## src/rtl/pipeline_hazard_controller.sv

```systemverilog
// Stall/flush/forwarding sequencer for the 5-stage pipeline: RAW detection, operand forwarding,
// data-memory freeze with wait timeout, deferred branch flush, and saturating statistics.
module pipeline_hazard_controller #(
  parameter bit FORWARD_EN = 1'b1,
  parameter int TIMEOUT    = 64,
  parameter int CNT_W      = 16
) (
  input  logic             clk,
  input  logic             rst,
  input  logic [3:0]       src1,
  input  logic [3:0]       src2,
  input  logic             two_src,
  input  logic [3:0]       exe_dest,
  input  logic             exe_wb_en,
  input  logic             exe_mem_r_en,
  input  logic [3:0]       mem_dest,
  input  logic             mem_wb_en,
  input  logic [3:0]       wb_dest,
  input  logic             wb_wb_en,
  input  logic [3:0]       exe_src1,
  input  logic [3:0]       exe_src2,
  input  logic             branch_taken,
  input  logic             mem_req,
  input  logic             mem_ready,
  input  logic             cnt_clr,
  output logic             hazard,
  output logic             freeze,
  output logic             flush,
  output logic [1:0]       sel_src1,
  output logic [1:0]       sel_src2,
  output logic             mem_timeout,
  output logic [CNT_W-1:0] stall_cnt,
  output logic [CNT_W-1:0] freeze_cnt
);

  typedef enum logic {RUN, MEM_WAIT} state_t;

  localparam logic [7:0]       WAIT_LIMIT = 8'(TIMEOUT);
  localparam logic [CNT_W-1:0] CNT_MAX    = '1;

  state_t     state, state_nxt;
  logic [7:0] wait_cnt, wait_cnt_nxt;
  logic       pending_flush;
  logic       m1, n1, m2, n2, raw;

  // Memory wait FSM: freeze is a combinational function of state and this cycle's handshake.
  always_comb begin
    // NOTE: every output of this block gets a default first so no path infers a latch.
    state_nxt    = state;
    wait_cnt_nxt = wait_cnt;
    freeze       = 1'b0;
    mem_timeout  = 1'b0;
    unique case (state)
      RUN: begin
        if (mem_req && !mem_ready) begin
          freeze       = 1'b1;
          state_nxt    = MEM_WAIT;
          wait_cnt_nxt = 8'd1;
        end
      end
      MEM_WAIT: begin
        if (mem_ready) begin
          state_nxt = RUN;
        end else if (wait_cnt == WAIT_LIMIT) begin
          mem_timeout = 1'b1;
          state_nxt   = RUN;
        end else begin
          freeze       = 1'b1;
          wait_cnt_nxt = wait_cnt + 8'd1;
        end
      end
      default: state_nxt = RUN;
    endcase
  end

  assign flush = (branch_taken || pending_flush) && !freeze;

  always_comb begin
    m1 = (src1 == exe_dest) && exe_wb_en;
    n1 = (src1 == mem_dest) && mem_wb_en;
    m2 = (src2 == exe_dest) && exe_wb_en && two_src;
    n2 = (src2 == mem_dest) && mem_wb_en && two_src;
    if (FORWARD_EN) raw = exe_mem_r_en && (m1 || m2);
    else            raw = m1 || n1 || m2 || n2;
  end

  assign hazard = raw && !flush;

  function automatic logic [1:0] fwd_sel(input logic [3:0] r);
    if (!FORWARD_EN)                      return 2'b00;
    if ((r == mem_dest) && mem_wb_en)     return 2'b01;
    if ((r == wb_dest) && wb_wb_en)       return 2'b10;
    return 2'b00;
  endfunction

  assign sel_src1 = fwd_sel(exe_src1);
  assign sel_src2 = fwd_sel(exe_src2);

  // NOTE: sequential state is written with non-blocking assignments only.
  always_ff @(posedge clk) begin
    if (rst) begin
      state         <= RUN;
      wait_cnt      <= 8'd0;
      pending_flush <= 1'b0;
    end else begin
      state    <= state_nxt;
      wait_cnt <= wait_cnt_nxt;
      if (flush)                       pending_flush <= 1'b0;
      else if (branch_taken && freeze) pending_flush <= 1'b1;
    end
  end

  // Statistics saturate rather than wrap; clear wins over increment.
  always_ff @(posedge clk) begin
    if (rst || cnt_clr) begin
      stall_cnt  <= '0;
      freeze_cnt <= '0;
    end else begin
      if (hazard && !freeze && stall_cnt != CNT_MAX) stall_cnt  <= stall_cnt + 1'b1;
      if (freeze && freeze_cnt != CNT_MAX)           freeze_cnt <= freeze_cnt + 1'b1;
    end
  end

endmodule

```

## config.mk

```make
export PLATFORM = sky130hd
export DESIGN_NAME = pipeline_hazard_controller
export DESIGN_NICKNAME = d
export VERILOG_FILES = /design/src/rtl/pipeline_hazard_controller.sv
export SDC_FILE = /design/constraint.sdc
export NUM_CORES = 1
export LEC_CHECK = 0
export BUFFER_PORTS_ARGS = -buffer_cell sky130_fd_sc_hd__buf_2
export CAP_MARGIN = 20
export CORE_UTILIZATION = 25
export CTS_CLUSTER_DIAMETER = 120
export DETAILED_ROUTE_END_ITERATION = 10
export PLACE_DENSITY_LB_ADDON = 0.2
export SETUP_SLACK_MARGIN = 0.5
export SLEW_MARGIN = 15
export SYNTH_ARGS = -nofsm -noshare
export SYNTH_HDL_FRONTEND = slang
export SYNTH_SLANG_ARGS = --single-unit
```

## constraint.sdc

```tcl
create_clock -name clk -period 3.4 [get_ports clk]
set_input_delay 1.02 -clock clk [delete_from_list [all_inputs] [get_ports clk]]
set_output_delay 1.02 -clock clk [all_outputs]
set_load 0.01 [all_outputs]
```

==> flow_summary_export.csv <==
group,metric,value,unit
clocking,cts_buffers,5,
clocking,path_clk_slew,0.08,ns
final_layout,final_common_cell,"buf_2",
clocking,root_buffer,"clkbuf_8",
run,max_cap_violations,0,
synth,synthCells,284,
die,rows,34,
worst_setup_path,required,2.38,ns
worst_setup_path,crit_type,"in -> out",
worst_setup_path,r2r-end,"stall_cnt[3]$_SDFFE_PP0P_",
place,numPortBuffers,78,
routing,wl_per_cell,12.9,µm
sta,slew_violations,0,
routing,drc,0,
sta,fmax,322,MHz
sta,fin_setup_tns,0,ns
grt,grt_pass1_wl,10.2,mm
place,routabilityCongestion,0.752,
clocking,cts.path.max_buffers,2,
final_layout,area_growth,33.4,%
synth,yosysWarnings,0,
worst_setup_path,crit_start,"src2[1]",
worst_setup_path,cp.arrival,2.09,ns
routing,vias,2363,
routing,drt_iter0_markers,84,
routing,vias_per_cell,4.91,
routing,ant_nets,0,
die,die_area,9750,µm²
grt,grt_pass1_vias,2142,
synth,yosysSeqAreaShare,35.9,%
die,die_y,98.8,µm
sta,max_slew_margin,52.7,%
die,start_util,26.3,%
synth,synth-adder-area-share,2.14,%
pwr,ir_drop,0.000137,V
worst_setup_path,end_kind,"output pin",
place,dp_hpwl,4.57,mm
final_layout,utilization,35.1,%
clocking,clkLatencyLatePin,0.29,ns
sta,tightest_slew,0.709,ns
clocking,hold_buffers,0,
die,die_w,98.8,µm
clocking,cts_tree,"done",
clocking,cts.htree.levels,2,
pwr,p_per_area,307,nW/µm²
grt,grt_overflow,0,
synth,post_synth_num_cell_types,40,
synth,avgSynthCellArea,8.24,µm²
worst_setup_path,worstReg2RegStart,"wait_cnt[3]$_SDFFE_PP0P_",
synth,synth_compound_area_share,13.7,%
synth,syn_nets,327,
die,core_area,8890,µm²
grt,grt_max_degree,32,
synth,netlist_area,2340,µm²
sta,setup_viol,0,
worst_setup_path,endpoint,"hazard",
sta,finalClockSkew,0.00887,ns
worst_setup_path,crit_fanout,4,
worst_hold_path,hold_class,"reg -> reg",
sta,rsz0062_at_grt,"yes",
die,io_pins,79,
synth,synth_top_family_by_area,"simple AND/OR/NAND/NOR gates",
worst_setup_path,regToRegSetupSlack,1.03,ns
final_layout,antennaDiodeCount,0,
grt,antenna_found_initial,0,
routing,drt-pass1-iter-count,4,
sta,min_period_over_period,91.4,%
sta,fin_crit,3.11,ns
synth,synth-simple-area-share,29.5,%
routing,finalWirelength,6.21,mm
grt,grt_use_total,13.1,%
synth,synth_xor_area_share,14.6,%
clocking,clock-sinks,42,
final_layout,drive_above_1_share,30.8,%
status,status,"finished, final reports clean",
synth,ys_seq_elements,42,
synth,synthMuxAreaShare,0.855,%
worst_setup_path,worstSetupStartpointType,"input port",
worst_setup_path,reg2reg_depth,8,
pwr,p_leak,1.23,nW
final_layout,layout_common_cells,"buf_2, dfxtp_1, nor2_1, xor2_1, nand2_1",
sta,hold_viol,0,
final_layout,nNetsFinal,415,
==> where the power goes <==
part           switching [mW]  internal (mW)
Sequential            0.00352          0.494
Clock                   0.174          0.164
Combinational          0.0675         0.0553
==> routing by layer <==
| metal | part of all wire, % | global-route usage [%] |
|---|---|---|
| met3 | 6.6 | 3.90 |
| met1 | 47 | 16.6 |
| met5 | 0 | 0 |
| met2 | 46 | 21.5 |
| met4 | 0.95 | 4.02 |
==> critical path, cell delays in order <==
cell,delay [ns]
buf_6,0.09
xnor2_2,0.12
nand4_1,0.17
nor4_4,0.34
nor2_4,0.08
nor2_2,0.12
buf_2,0.13
==> synthesized netlist by cell type <==
| cell type | instances | area share [%] |
|---|---|---|
| o31ai_1 | 7 | 2.2 |
| inv_6 | 1 | 0.37 |
| a31oi_1 | 1 | 0.27 |
| xnor2_1 | 12 | 4.5 |
| nor3_4 | 1 | 0.70 |
| nor4_2 | 2 | 1.1 |
| or3_1 | 9 | 2.4 |
| a21o_1 | 1 | 0.32 |
| nand2_1 | 24 | 3.8 |
| nor4_1 | 5 | 1.3 |
| clkbuf_1 | 6 | 0.96 |
| buf_6 | 2 | 0.96 |
| and4b_1 | 1 | 0.43 |
| nand4_1 | 12 | 3.2 |
| o21bai_1 | 2 | 0.64 |
| or4_1 | 8 | 2.6 |
| xor2_1 | 27 | 10 |
| a2111o_1 | 1 | 0.48 |
| or2_2 | 1 | 0.27 |
| dfxtp_1 | 42 | 36 |
| nor2_1 | 36 | 5.8 |
| a21oi_1 | 17 | 3.6 |
| o21ai_2 | 1 | 0.37 |
| a41oi_1 | 1 | 0.37 |
| ha_1 | 4 | 2.1 |
| and2_1 | 2 | 0.53 |
| nor3_1 | 9 | 1.9 |
| nand3_1 | 17 | 3.6 |
| and3_1 | 4 | 1.1 |
| o31ai_2 | 1 | 0.53 |
| a211oi_1 | 2 | 0.64 |
| o21ai_0 | 10 | 2.1 |
| mux2i_1 | 2 | 0.86 |
| o21a_1 | 1 | 0.32 |
| a41o_1 | 1 | 0.43 |
| a2111oi_2 | 1 | 0.64 |
| and4_1 | 2 | 0.75 |
| inv_1 | 6 | 0.96 |
| o311ai_0 | 1 | 0.37 |
| o211ai_1 | 1 | 0.32 |
==> how the worst min path moves through the flow <==
stage                                    end  cells past startpoint                     start
detailed placement  wait_cnt[1]$_SDFFE_PP0P_                      2  wait_cnt[1]$_SDFFE_PP0P_
finish              wait_cnt[7]$_SDFFE_PP0P_                      2  wait_cnt[7]$_SDFFE_PP0P_
CTS                 wait_cnt[7]$_SDFFE_PP0P_                      2  wait_cnt[7]$_SDFFE_PP0P_
floorplan           wait_cnt[7]$_SDFFE_PP0P_                      2  wait_cnt[7]$_SDFFE_PP0P_
global route        wait_cnt[7]$_SDFFE_PP0P_                      2  wait_cnt[7]$_SDFFE_PP0P_
global placement    wait_cnt[7]$_SDFFE_PP0P_                      2  wait_cnt[7]$_SDFFE_PP0P_
==> state kept, by name, summed over array words and instances, names as in the netlist <==
name,flops
state,1
wait_cnt,8
freeze_cnt,16
stall_cnt,16
pending_flush,1
==> per-stage QoR <==
stage,hold WS [ns],worst slack [ns],std cells,power (mW),instance area [µm²]
after floorplan,0.454,0.522,284,0.561,2350
after global placement,0.472,0.286,466,0.609,2860
after detailed placement,0.488,0.281,466,0.609,2860
after CTS,0.500,0.286,475,0.954,2970
after global routing,0.531,0.230,481,1.01,3120
final,0.497,0.293,481,0.959,3120
==> cells by family after synthesis <==
logic type | Yosys count
mux | 2
simple gates | 133
xor+xnor | 39
buf+inv | 15
flops | 42
compound gates | 49
fa+ha+maj | 4
==> repair_timing <==
item / in CTS / in global routing
pin swaps: 0 / 9
endpoints found under the setup margin: 3 / 5
gates resized for setup: 3 / 22
buffers inserted: 1 / 6
hold endpoints to repair: 0 / 0
==> layout make-up <==
type	count	area [µm²]
repair buffers	89	502
well taps	108	135
fillers	926	5770
clock buffers	7	86.3
clock inverters	1	5.00
multi-input cells	227	1520
flip-flops and latches	42	841
inverters	7	31.3
Power figures use the tool's default switching activity.
